$ cat config.mk
export PLATFORM = sky130hd
export DESIGN_NAME = pipe_stage_reg
export DESIGN_NICKNAME = d
export VERILOG_FILES = /design/src/rtl/pipe_types_pkg.sv /design/src/rtl/sat_counter.sv /design/src/rtl/pipe_stage_reg.sv
export SDC_FILE = /design/constraint.sdc
export NUM_CORES = 1
export LEC_CHECK = 0
export ABC_AREA = 1
export CORE_ASPECT_RATIO = 0.6
export CORE_MARGIN = 8
export CORE_UTILIZATION = 25
export DETAILED_ROUTE_END_ITERATION = 16
export DONT_BUFFER_PORTS = 1
export PLACE_DENSITY = 0.46
export REMOVE_ABC_BUFFERS = 1
export SYNTH_ARGS = -nofsm -noshare
export SYNTH_HDL_FRONTEND = slang
export SYNTH_SLANG_ARGS = --single-unit
$ cat constraint.sdc
create_clock -name CLK -period 2.3 [get_ports CLK]
set_input_delay 0.345 -clock CLK [delete_from_list [all_inputs] [get_ports CLK]]
set_output_delay 0.345 -clock CLK [all_outputs]
set_load 0.02 [all_outputs]
$ cat src/rtl/pipe_types_pkg.sv
// pipe_types_pkg: shared types for the pipeline stage register.
//   pipe_state_t : occupancy state of a stage (empty / one held / two held)
//   OCC_W        : width of the occupancy output
//   occ_of()     : state -> held entry count
package pipe_types_pkg;

  typedef enum logic [1:0] {
    PS_EMPTY = 2'd0,
    PS_BUSY  = 2'd1,
    PS_FULL  = 2'd2
  } pipe_state_t;

  localparam int OCC_W = 2;

  function automatic logic [OCC_W-1:0] occ_of(input pipe_state_t s);
    case (s)
      PS_BUSY: occ_of = 2'd1;
      PS_FULL: occ_of = 2'd2;
      default: occ_of = 2'd0;
    endcase
  endfunction

endpackage

$ cat src/rtl/sat_counter.sv
// sat_counter: saturating up-counter with synchronous clear.
//   CLK, nRST : clock, async active-low reset
//   inc       : count one event this cycle
//   clr       : synchronous clear, wins over inc
//   count     : current value, sticks at all-ones
module sat_counter #(
  parameter int CNT_W = 16
) (
  input  logic             CLK,
  input  logic             nRST,
  input  logic             inc,
  input  logic             clr,
  output logic [CNT_W-1:0] count
);

  always_ff @(posedge CLK or negedge nRST) begin
    if (!nRST)                     count <= '0;
    else if (clr)                  count <= '0;
    else if (inc && (count != '1)) count <= count + CNT_W'(1);
  end

endmodule

$ cat src/rtl/pipe_stage_reg.sv
// pipe_stage_reg: parametrised pipeline stage register with valid/ready
// handshake, optional 2-entry skid buffer, hazard stall/flush and
// saturating event counters.
//   CLK, nRST            : clock, async active-low reset
//   in_valid/in_ready    : upstream handshake, in_data payload
//   out_valid/out_ready  : downstream handshake, out_data payload
//                          (NOP_VAL whenever out_valid=0)
//   stall                : freeze all state, gate both handshakes
//   flush                : squash held entries (beats stall and fires)
//   cnt_clr              : synchronous clear of both counters
//   occupancy            : held entries 0..2
//   stall_cnt/flush_cnt  : saturating event counts
module pipe_stage_reg
  import pipe_types_pkg::*;
#(
  parameter int               WIDTH   = 32,
  parameter bit               SKID    = 1'b1,
  parameter logic [WIDTH-1:0] NOP_VAL = '0,
  parameter int               CNT_W   = 16
) (
  input  logic             CLK,
  input  logic             nRST,
  input  logic             in_valid,
  output logic             in_ready,
  input  logic [WIDTH-1:0] in_data,
  output logic             out_valid,
  input  logic             out_ready,
  output logic [WIDTH-1:0] out_data,
  input  logic             stall,
  input  logic             flush,
  input  logic             cnt_clr,
  output logic [OCC_W-1:0] occupancy,
  output logic [CNT_W-1:0] stall_cnt,
  output logic [CNT_W-1:0] flush_cnt
);

  pipe_state_t      state, state_d;
  logic [WIDTH-1:0] main_q, main_d;
  logic [WIDTH-1:0] skid_q, skid_d;
  logic             main_valid, skid_valid;
  logic             in_fire, out_fire;

  // Valid bits are pure decodes of the state flop, so in_ready in skid
  // mode never sees out_ready.
  assign main_valid = (state != PS_EMPTY);
  assign skid_valid = (state == PS_FULL);

  generate
    if (SKID) begin : g_skid
      assign in_ready = ~skid_valid & ~stall;
    end else begin : g_noskid
      assign in_ready = (~main_valid | out_ready) & ~stall;
    end
  endgenerate

  assign out_valid = main_valid & ~stall;
  assign out_data  = out_valid ? main_q : NOP_VAL;
  assign in_fire   = in_valid & in_ready;
  assign out_fire  = out_valid & out_ready;
  assign occupancy = occ_of(state);

  always_ff @(posedge CLK or negedge nRST) begin
    if (!nRST) begin
      state  <= PS_EMPTY;
      main_q <= NOP_VAL;
      skid_q <= NOP_VAL;
    end else begin
      state  <= state_d;
      main_q <= main_d;
      skid_q <= skid_d;
    end
  end

  // Stall needs no explicit hold term: it forces in_fire=out_fire=0.
  always_comb begin
    state_d = state;
    main_d  = main_q;
    skid_d  = skid_q;
    if (flush) begin
      state_d = PS_EMPTY;
      main_d  = NOP_VAL;
      skid_d  = NOP_VAL;
    end else begin
      case (state)
        PS_EMPTY: begin
          if (in_fire) begin
            main_d  = in_data;
            state_d = PS_BUSY;
          end
        end
        PS_BUSY: begin
          if (out_fire && in_fire) begin
            main_d = in_data;
          end else if (out_fire) begin
            state_d = PS_EMPTY;
          end else if (in_fire && SKID) begin
            skid_d  = in_data;
            state_d = PS_FULL;
          end
        end
        PS_FULL: begin
          if (out_fire) begin
            main_d  = skid_q;
            state_d = PS_BUSY;
          end
        end
        default: state_d = PS_EMPTY;
      endcase
    end
  end

  sat_counter #(.CNT_W(CNT_W)) u_stall_cnt (
    .CLK   (CLK),
    .nRST  (nRST),
    .inc   (stall),
    .clr   (cnt_clr),
    .count (stall_cnt)
  );

  // Only flushes that actually squash something are counted.
  sat_counter #(.CNT_W(CNT_W)) u_flush_cnt (
    .CLK   (CLK),
    .nRST  (nRST),
    .inc   (flush & main_valid),
    .clr   (cnt_clr),
    .count (flush_cnt)
  );

endmodule

; ---- Word level (Yosys, flattened, before mapping)
; Index checks and enable logic that the tools add are counted.
[op_classes]
addsub = 2
eq_ne = 11
n_mux = 22
bitwise_logic = 7
n_reduce_logical = 13
[op_table]
columns = op, count
row1 = $mux 32, 9
row2 = $pmux 32 s3, 1
row3 = $mux 16, 4
row4 = $add 16x1->16 const B, 2
row5 = $ne 16x16->1 const B, 2
row6 = $mux 2, 6
row7 = $reduce_and 4->1, 3
row8 = $reduce_bool 2->1, 5
row9 = $ne 3x3->1 const B, 3
row10 = $pmux 2 s3, 1
row11 = $and 1x1->1, 5
row12 = $ne 2x2->1 const B, 2
row13 = $ne 4x4->1 const B, 1
row14 = $pmux 2 s2, 1
row15 = $reduce_bool 4->1, 1
row16 = $logic_and 1x1->1, 3
row17 = $ne 3x2->1 const B, 1
row18 = $eq 2x1->1 const B, 1
row19 = $eq 2x2->1 const B, 1
row20 = $logic_not 2->1, 1
row21 = $not 1->1, 2
[totals]
regBits = 98
output_inout_bits = 68

; ---- Logic depth before layout (Yosys ltp)
; Gate-level depths: netlist (run 1).
[logic_depth]
depth_word = 9
ltp_mapped = 10
depth_no_buf = 9

; ---- Cells and area by module
; A second synthesis (run 1) with hierarchy kept.
[hier_totals]
hier_cells = 762
hier_area_um2 = 5441.5
[modules_own_cells]
columns = module, n_inst, cells_each, area_per_inst_um2
row1 = pipe_stage_reg, 1, 474, 3367.0
row2 = sat_counter, 2, 144, 1037.2

; ---- Least setup slack after synthesis (run 1)
; No wires, ideal clock.
[synth_timing]
path_type = register -> output
from = reg state[1]
to = out out_data[10]
arrival_time_ps = 1529
setup_slack_ps = 426
stages_incl_launch_ff = 8
n_path_buf = 1
path_cell_list = dfrtp_1 > inv_2 > nand2_1 > inv_1 > nor2_1 > inv_1 > clkbuf_1 > nor2_1
[synth_between]
elab_chain_cells = 3
[synth_lines]
columns = item, line
row1 = start: declaration, pipe_stage_reg.sv:37  ; pipe_state_t state, state_d;
row2 = start signal: assignment, pipe_stage_reg.sv:68  ; state <= state_d;
row3 = $reduce_bool 2->1, pipe_stage_reg.sv:45  ; assign main_valid = (state != PS_EMPTY);
row4 = $and 1x1->1, pipe_stage_reg.sv:56  ; assign out_valid = main_valid & ~stall;
row5 = named net out_valid, pipe_stage_reg.sv:26  ; output logic out_valid,
row6 = $mux 32, pipe_stage_reg.sv:57  ; assign out_data = out_valid ? main_q : NOP_VAL;
row7 = end: declaration, pipe_stage_reg.sv:28  ; output logic [WIDTH-1:0] out_data,
; The timed path passes the listed nets, and every way through them passes these cells.

; ---- Worst setup path in the final report (run 1)
[layout_timing]
from = reg state[0]
to = out out_data[0]
[layout_between]
elab_chain_cells = 3
[layout_lines]
columns = item, line
row1 = $reduce_bool 2->1, pipe_stage_reg.sv:45
row2 = $and 1x1->1, pipe_stage_reg.sv:56
row3 = $mux 32, pipe_stage_reg.sv:57
; Every way passes these cells.

==> summary.txt, run 1 <==
Run status
  • Status: finished, violations left
  • Violated checks: hold timing

Worst setup path
  • Crit path kind: reg2out
  • Critical path's largest stage delay: ~0.38 ns
  • Setup crit end kind: output pin
  • Worst path cell trace: inv_2, nand2_1, inv_1, nor2_2, inv_1, buf_4, nor2_1, buf_4
  • Reg2reg start: u_flush_cnt.count[0]
  • WP data arrival: 1.77 ns
  • Crit-path slowest cell: dfrtp_1
  • CP top delay family: buffers and inverters
  • Worst-path fanout max: 21
  • Reg2Reg Depth: 9
  • RR Endpoint: u_flush_cnt.count[9]
  • CP bufs+invs: 5
  • Critical Path Source Type: register
  • WP data required: 1.96 ns
  • Worst reg2reg setup slack: 0.23 ns

Cells and area
  • Nets: about 820
  • Share of cells above drive strength 1: between 10% and 20%
  • Final antenna diode count: 0
  • Area Growth Syn to Fin: 17.8%
  • Filler cells: ~2300

Logic synthesis
  • Post-Syn Instances: 748
  • Synth async-reset ratio: 100%
  • Share of the synthesized area in the top cell type: between 40% and 50%
  • Main synth FF type: dfrtp_1
  • Largest family of logic cells by synthesized area: simple AND/OR/NAND/NOR gates
  • Synth Area in Compound Gates: between 10% and 20%
  • Fraction of the mapped netlist area in adder cells: less than 1%
  • Post-Syn Area per Cell: just over 7 sq um
  • Portion of netlist area occupied by mux cells: 0%
  • Post-synthesis sequential area ratio: 45.9%
  • Area leader, netlist: dfrtp_1
  • Synth Cell Area: around 5300 sq um
  • Post-synthesis simple-gate area fraction: between 30% and 40%
  • Top area cells in the synthesized netlist: dfrtp_1 46%, nand2_1 16%, inv_1 6.3%, o21ai_0 5.7%, nor2_1 5.4%
  • #FFs+latches synth: 98
  • Commonest cells post-synth: 225 x nand2_1, 98 x dfrtp_1, 90 x inv_1, 77 x nor2_1, 61 x o21ai_0
  • Cell with the most instances after synthesis: nand2_1
  • Synthesis Warnings: 0
  • Synth Area in XOR/XNOR: around 1.5%
  • Count of cell types in the netlist: 25
  • EDFF count, synth: 0

Global route
  • Largest net degree at the start of global routing: 99
  • Grt ovf: 0
  • First-pass GRT wire length: between 20000 and 30000 microns
  • GRT Total Usage: a little over an eighth
  • Vias in the first global route: ~4500
  • Initial antenna violation count: 0

Floorplanning
  • CORE AREA: 21000 sq um
  • Row count: 41
  • Starting Density: between 20% and 30%
  • Die footprint: 26500 sq um
  • I/O Pins: 107
  • Vert. Die Dim: approximately 130 microns
  • DIE WIDTH: between 200 and 250 microns

Power and ir drop
  • Power Density: about 690 nW/um^2
  • Max VDD drop: ~0.37 mV
  • Total chip power: roughly 0.0043 W
  • Leak: around 3.1 nW

Drt
  • Final WL: about 17000 microns
  • Vias/cell: 4.46
  • Antenna-violating nets left: 0
  • Detailed-route via count: approximately 4800
  • Routed wire length per instance: ~16 microns
  • DRT Pass-1 Iters: 5
  • DRC viols: 0
  • Initial DRC Count: between 300 and 400

Timing
  • Setup TNS: 0 ns
  • Clock skew: 0.00801 ns
  • Setup-failing EPs final: 0
  • Hold_ws: -0.319 ns
  • Max Slew Vio Count: 0
  • Final min period: ~2.1 ns
  • RSZ-0062 raised after global routing: false
  • Worst Tran Pin Value: 0.783 ns
  • Hold Fails Final Rpt: just under 100
  • Peak Freq: ~0.47 GHz
  • Tcrit/Tclk final: between 90% and 100%
  • Slew headroom: a little under half

CTS
  • Bufs on Longest Clock Path: 2
  • CTS H-Tree Depth: 3
  • Post-CTS setup buffers: 0
  • Clock Pin Slew Worst Setup and Hold Paths: 0.07 ns
  • Num Clock Sinks: approximately 100
  • Root Driver: clkbuf_16
  • TritonCTS clock tree: done
  • Num CTS Buffers: 9
  • Clock Latency Late Sink: 0.36 ns

Run
  • Max Cap Viol: 0

Placement
  • Final HPWL DP: 11600 microns
  • Port-buffer cells: 0
  • GP Congestion: between 0.7 and 0.8

Worst hold path
  • Hold Crit Class: in2async
## per-stage QoR
step	area, sq um	util (%)	cells	worst slack, ns
floorplan	5170	-	713	0.247
global placement	5970	28.4	1050	0.267
detailed placement	5970	28.4	1050	0.232
CTS	6290	30.0	1066	0.0814
global route	6290	30.0	1066	0.0363
finish	6290	30.0	1066	0.188
## per-layer routing
metal / track usage [%] / share of wire, % / vias to the layer above
met4: 2.95 / 0.83 / 0
met5: 0 / 0 / -
met2: 17.7 / 39 / 115
met1: 19.6 / 52 / 2202
met3: 4.71 / 8.0 / 10
li1: - / - / 2424
## placed cells by master, fill, tap and decap left out, drive strengths merged
master / Yosys / final
dfrtp: 98 / 98
nand3: 58 / 58
nand3b: 1 / 1
o21ai: 66 / 66
nand2: 230 / 230
buf: 19 / 58
nor2: 86 / 86
bufinv: 0 / 2
o21bai: 5 / 5
clkbuf: 16 / 9
clkinvlp: 0 / 2
a31oi: 1 / 1
nand4: 25 / 25
inv: 97 / 97
ha: 2 / 2
a21oi: 31 / 31
xor2: 9 / 9
clkinv: 0 / 3
or2: 3 / 3
a211oi: 1 / 1
## worst reg2reg max path, stage by stage (launching register included)
cell and delay (ns):
dfrtp_1 0.49, ha_1 0.28, nand3_2 0.13, inv_2 0.06, nand2_2 0.08, nor2_2 0.05
nor2_2 0.50, nor2_4 0.20, nand2_1 0.10, nand2_1 0.05
## registers in the layout, indices dropped and copies added, names as in the netlist
signal,flops
skid_q,32
u_flush_cnt.count,16
main_q,32
u_stall_cnt.count,16
state,2
## power breakdown
group	internal [W]	leakage, nW	switching [W]
clock network	0.000953	0.151	0.000724
logic	0.000214	1.57	0.000501
registers	0.00186	1.33	0.0000812
total	0.00303	3.05	0.00131
## cells by family after synthesis
| family | count (synthesis) |
|---|---|
| flops | 98 |
| buf+inv | 132 |
| compound gates | 104 |
| simple gates | 403 |
| fa+ha+maj | 2 |
| xor+xnor | 9 |
## what timing repair did
item / 4_1_cts / 5_1_grt
hold endpoints to repair: 98 / 98
gates resized for setup: 0 / 2
endpoints found under the setup margin: 0 / 2
## cell type report
cell class                      instances  area [sq um]  share of cell area, %
Clock inverter                          7          93.8                   1.49
Sequential cell                        98          2450                   39.0
Timing Repair Buffer                   58           448                   7.12
Clock buffer                            9           225                   3.58
Inverter                               97           364                   5.79
Tap cell                              279           349                   5.55
Multi-Input combinational cell        518          2360                   37.5
## worst max path at each step
stage / start / to / cells after the start
global route: state[0] / out_data[0] / 8
global placement: u_flush_cnt.count[0] / u_flush_cnt.count[9] / 9
finish: state[0] / out_data[0] / 8
detailed placement: u_flush_cnt.count[0] / u_flush_cnt.count[3] / 9
CTS: state[1] / out_data[16] / 8
floorplan: state[0] / main_q[0] / 9
Power figures use the tool's default switching activity.
==> inputs of run 2 (changes only) <==
- CORE_UTILIZATION: 25 -> 40
- PLACE_DENSITY: 0.46 -> 0.62
==> run 2 against run 1 <==
  * Sequential power is essentially flat
  * The run still ends with hold timing left
  * Register-to-register slack gained 0.06 ns
  * First-iteration DRC count shrank 19%
  * Power shrank 3.2%
  * Wire length shrank 18%
  * Global-route usage grew 3.6 points
  * Maximum frequency shrank 0.65%
  * Non-clock buffer count shrank 12
  * Die area shrank 34%
  * Flip-flop and latch count is the same
==> summary.txt, run 2 (same netlist as run 1, synthesis figures left out) <==
Run status
  • Status: finished, violations left
  • Violated checks: hold timing

Worst setup path
  • CP top delay family: buffers and inverters
  • Critical Path Source Type: register
  • Reg2reg start: u_stall_cnt.count[0]
  • Crit path kind: reg2out
  • Crit-path slowest cell: dfrtp_1
  • Worst reg2reg setup slack: 0.29 ns
  • Setup crit end kind: output pin
  • WP data arrival: ~1.8 ns
  • Worst path cell trace: inv_2, nand2_1, inv_1, nor2_1, inv_1, buf_4, nor2_1, buf_4
  • Critical path's largest stage delay: between 0.4 and 0.5 ns
  • RR Endpoint: u_stall_cnt.count[0]
  • Reg2Reg Depth: 9
  • CP bufs+invs: 5
  • WP data required: between 1.5 and 2 ns
  • Crit path from: state[1]
  • Worst-path fanout max: 32

Global route
  • Vias in the first global route: around 4700
  • Largest net degree at the start of global routing: 99
  • GRT Total Usage: between 10% and 20%
  • Initial antenna violation count: 0
  • First-pass GRT wire length: 23900 microns
  • Grt ovf: 0

Drt
  • Initial DRC Count: about 270
  • Vias/cell: 5.05
  • DRC viols: 0
  • Routed wire length per instance: 15.1 microns
  • Detailed-route via count: around 4800
  • Antenna-violating nets left: 0
  • DRT Pass-1 Iters: 4
  • Final WL: roughly 14000 microns

CTS
  • Num Clock Sinks: slightly below 100
  • Root Driver: clkbuf_16
  • Clock Pin Slew Worst Setup and Hold Paths: ~0.07 ns
  • Clock Latency Late Sink: approximately 0.34 ns
  • CTS H-Tree Depth: 3
  • Bufs on Longest Clock Path: 2
  • Num CTS Buffers: 9
  • Post-CTS setup buffers: 0
  • TritonCTS clock tree: done

Cells and area
  • Area Growth Syn to Fin: 13.4%
  • Filler cells: about 1300
  • Final antenna diode count: 0
  • Most common cell after layout, fill and taps aside: nand2_1
  • Top flop regs: main_q x32, skid_q x32
  • Nets: about 810
  • Most frequent cells in the layout: 225 x nand2_1, 98 x dfrtp_1, 90 x inv_1, 77 x nor2_1, 61 x o21ai_0
  • Share of cells above drive strength 1: between 10% and 20%

Power and ir drop
  • Max VDD drop: approximately 0.40 mV
  • Power Density: 693 nW/um^2
  • Leak: between 2 and 3 nW

Floorplanning
  • Vert. Die Dim: about 110 microns
  • DIE WIDTH: approximately 170 microns
  • I/O Pins: between 100 and 150
  • Die footprint: 17400 sq um
  • Row count: 32
  • CORE AREA: about 13000 sq um
  • Starting Density: 41.3%

Timing
  • Setup TNS: 0 ns
  • Max Slew Vio Count: 0
  • Worst Tran Pin Value: approximately 0.62 ns
  • Clock skew: ~0.0094 ns
  • Hold Fails Final Rpt: 98
  • Setup-failing EPs final: 0
  • RSZ-0062 raised after global routing: false
  • Peak Freq: about 0.47 GHz
  • Final min period: 2.13 ns
  • Tcrit/Tclk final: approximately 92%
  • Hold_ws: -0.305 ns
  • Slew headroom: 58.2%

Placement
  • GP Congestion: roughly 0.83
  • Final HPWL DP: about 10000 microns
  • Port-buffer cells: 0

Worst hold path
  • Hold Crit Class: in2async

Run
  • Max Cap Viol: 0
## run 2: cell count changes in the layout (fill, tap and decap cells not counted), sizes merged
cell | previous run | this run
buf | 58 | 46
bufinv | 2 | 1
clkbuf | 9 | 10
clkinvlp | 2 | 0
inv | 97 | 99
## run 2: worst max path at each step
stage / endpoint / slack, ns / depth (start not counted)
floorplan: main_q[0] / 0.25 / 9
global placement: u_stall_cnt.count[13] / 0.25 / 9
detailed placement: u_stall_cnt.count[0] / 0.10 / 9
CTS: u_stall_cnt.count[0] / 0.08 / 9
global route: out_data[29] / 0.04 / 8
finish: out_data[31] / 0.17 / 8
## run 2: routing by layer
layer | track usage, % | part of all wire, % | vias up
met3 | 3.85 | 6.9 | 7
met2 | 26.6 | 46 | 127
met5 | 0 | 0 | -
met4 | 3.33 | 0.53 | 0
li1 | - | - | 2400
met1 | 23.2 | 47 | 2238
## run 2: area by class of cell
cell class,count,area (sq um),area share (%)
clock buffers,10,239,3.95
clock inverters,6,83.8,1.38
inverters,97,364,6.01
multi-input cells,518,2360,39.0
flip-flops and latches,98,2450,40.5
well taps,170,213,3.51
repair buffers,46,345,5.70
## run 2: what timing repair did
item	4_1_cts	5_1_grt
gates resized for setup	0	1
hold endpoints to repair	98	98
endpoints found under the setup margin	0	13
## run 2: worst register-to-register path, delay by kind of cell (launching register included)
family,cells,cell delay (ns)
and+or+nand+nor,7,0.99
DFF,1,0.55
adders and majority gates,1,0.26
buffers and inverters,1,0.14
## run 2: report_power, final
group          switching [W]  internal, W
Combinational       0.000455     0.000205
Sequential         0.0000836      0.00186
Clock               0.000693     0.000898
## run 2: per-stage QoR
stage,setup WS (ns),total power (W),util (%),instances,area [sq um]
final,0.174,0.00420,46.8,945,6060
after CTS,0.0839,0.00426,46.8,945,6050
after global placement,0.250,0.00262,44.3,929,5730
after floorplan,0.247,0.00240,-,713,5170
after detailed placement,0.102,0.00264,44.3,929,5730
after global routing,0.0369,0.00442,46.8,945,6060
==> inputs of run 3 (changes only) <==
--- a/config.mk
+++ b/config.mk
@@ -12,4 +12,5 @@
 export DETAILED_ROUTE_END_ITERATION = 16
 export DONT_BUFFER_PORTS = 1
+export GPL_TIMING_DRIVEN = 0
 export PLACE_DENSITY = 0.62
 export REMOVE_ABC_BUFFERS = 1
==> constraint.sdc (replaced) <==
create_clock -name CLK -period 2.3 [get_ports CLK]
set_input_delay 0.345 -clock CLK [delete_from_list [all_inputs] [get_ports CLK]]
set_output_delay 0.345 -clock CLK [all_outputs]
set_load 0.005 [all_outputs]
==> run 3 against run 2 <==
  * The run still ends with hold timing left
  * Highest routed layer unchanged
  * Largest power group unchanged
  * First-iteration DRC count increased by 32%
  * Cell count decreased by 4.7%
  * Via count decreased by 2.0%
  * Die area unchanged
==> summary.txt, run 3 (same netlist as run 1, synthesis figures left out) <==
Power and ir drop
  • Combinational power share: between 10% and 20%
  • Clock group share of total power: between 30% and 40%
  • Psw: 0.00118 W
  • Pint: between 0.002 and 0.003 W
  • Total chip power: approximately 0.0041 W
  • Sequential Power Share: approximately 47%
  • Leak: approximately 2.8 nW
  • Power Density: ~720 nW/um^2
  • Switch share: about 28%
  • Max VDD drop: between 0.3 and 0.4 mV

Floorplanning
  • CORE AREA: 12900 sq um
  • I/O Pins: 107
  • DIE WIDTH: 165 microns
  • Starting Density: about two fifths
  • Die footprint: 17400 sq um
  • Vert. Die Dim: between 100 and 150 microns
  • Row count: 32

Cells and area
  • Nets: 768
  • Final Util: around 45%
  • Top flop regs: main_q x32, skid_q x32
  • Final antenna diode count: 0
  • Share of cells above drive strength 1: roughly 6.4%
  • Most common cell after layout, fill and taps aside: nand2_1
  • Final design area excluding fillers: around 5800 sq um
  • Most frequent cells in the layout: 224 x nand2_1, 98 x dfrtp_1, 88 x inv_1, 76 x nor2_1, 61 x o21ai_0
  • Area Growth Syn to Fin: 7.82%

Run status
  • Violated checks: hold timing
  • Status: finished, violations left

Worst setup path
  • CP top delay family: simple AND/OR/NAND/NOR gates
  • Crit path kind: reg2reg
  • WP data required: 2.52 ns
  • Crit-path slowest cell: nor2_2
  • CP most frequent cell: nand2_1
  • Critical path's largest stage delay: between 0.5 and 0.6 ns
  • CP bufs+invs: 1
  • Critical Path Source Type: register
  • WP data arrival: 2.35 ns
  • Worst path cell trace: ha_1, nand3_1, inv_1, nand2_1, nor2_2, nor2_2, nor2_4, nand2_1, nand2_1
  • Setup crit end kind: register
  • Worst-path fanout max: 15

CTS
  • TritonCTS clock tree: done
  • Root Driver: clkbuf_16
  • Bufs on Longest Clock Path: 2
  • Num Clock Sinks: a little under 100
  • Num CTS Buffers: 9
  • Clock Pin Slew Worst Setup and Hold Paths: about 0.070 ns
  • Clock Latency Late Sink: 0.34 ns
  • CTS H-Tree Depth: 3

Drt
  • Routed wire length per instance: 16.5 microns
  • DRT Pass-1 Iters: 6
  • Final WL: 14900 microns
  • DRC viols: 0
  • Initial DRC Count: 352
  • Antenna-violating nets left: 0
  • Detailed-route via count: ~4700
  • Vias/cell: just over 5

Worst hold path
  • Hold Crit Class: in2async

Timing
  • Peak Freq: 0.470 GHz
  • Hold_ws: -0.300 ns
  • Final WS setup: around 0.17 ns
  • Worst Tran Pin Value: 1.02 ns
  • Clock skew: 0.00868 ns
  • Setup-failing EPs final: 0
  • RSZ-0062 raised after global routing: false
  • Hold Fails Final Rpt: 98
  • Max Slew Vio Count: 0
  • Tcrit/Tclk final: between 90 and 100%
  • Final min period: roughly 2.1 ns
  • Slew headroom: approximately a third

Placement
  • Final HPWL DP: about 9500 microns
  • Port-buffer cells: 0
  • Setup WS pre-CTS: -0.581 ns
  • Cell Area, Placed: between 5000 and 6000 sq um
  • GP Congestion: 0.798

Global route
  • Initial antenna violation count: 0
  • First-pass GRT wire length: 24000 microns
  • Grt ovf: 0
  • Largest net degree at the start of global routing: approximately 100
  • Vias in the first global route: 4519
  • GRT Total Usage: ~17%

Run
  • Max Cap Viol: 0
-- run 3: cell count changes in the layout (fill, tap and decap cells not counted), sizes merged --
cell / change
clkinv: -2
bufinv: +1
buf: -44
inv: -2
clkbuf: -1
clkinvlp: +4
-- run 3: metal layers --
layer	up-vias	part of all wire, %	routed length (microns)	global-route usage [%]
met5	-	0	0	0
met4	0	0.22	33	4.23
met3	5	7.2	1070	4.86
met2	141	45	6760	25.8
met1	2219	47	7000	23.5
li1	2313	-	-	-
-- run 3: metrics by stage --
| stage | TNS (ns) | std cells |
|---|---|---|
| floorplan | 0 | 713 |
| detailed placement | -31.16 | 883 |
| CTS | 0 | 901 |
| global placement | -28.77 | 883 |
| global route | 0 | 901 |
| finish | 0 | 901 |
-- run 3: cell type report --
cell class,instances,area (sq um)
fill,1311,7170
inverter,97,382
clock buffer,9,225
timing repair buffer,2,15.0
tap,170,213
timing repair inverter,1,7.51
clock inverter,6,90.1
sequential,98,2450
multi-input combinational,518,2370
-- run 3: what timing repair did --
| item | 4_1_cts | 5_1_grt |
|---|---|---|
| cloned | 1 | 0 |
| endpoints found under the setup margin | 94 | 49 |
| setup buffers | 2 | 0 |
| endpoints found under the hold margin | 98 | 98 |
| resized for setup | 9 | 3 |
-- run 3: power by group through the flow --
stage	logic, W	clock network, W	registers [W]
global route	0.000655	0.00175	0.00196
CTS	0.000571	0.00169	0.00194
global placement	0.000530	0	0.00196
floorplan	0.000392	0	0.00195
finish	0.000568	0.00163	0.00194
detailed placement	0.000544	0	0.00197
-- run 3: final timing paths --
kind                       depth (start not counted)                    to                  from  slack [ns]
max in group asynchronous                          0             skid_q[0]                  nRST        2.37
hold / removal                                     0  u_flush_cnt.count[5]                  nRST       -0.30
setup / recovery                                   9  u_stall_cnt.count[0]  u_stall_cnt.count[0]        0.17
min in group CLK                                   2            skid_q[25]           in_data[25]        0.12
setup reg to reg                                   9  u_stall_cnt.count[0]  u_stall_cnt.count[0]        0.17
hold reg to reg                                    2             main_q[5]             main_q[5]        0.47
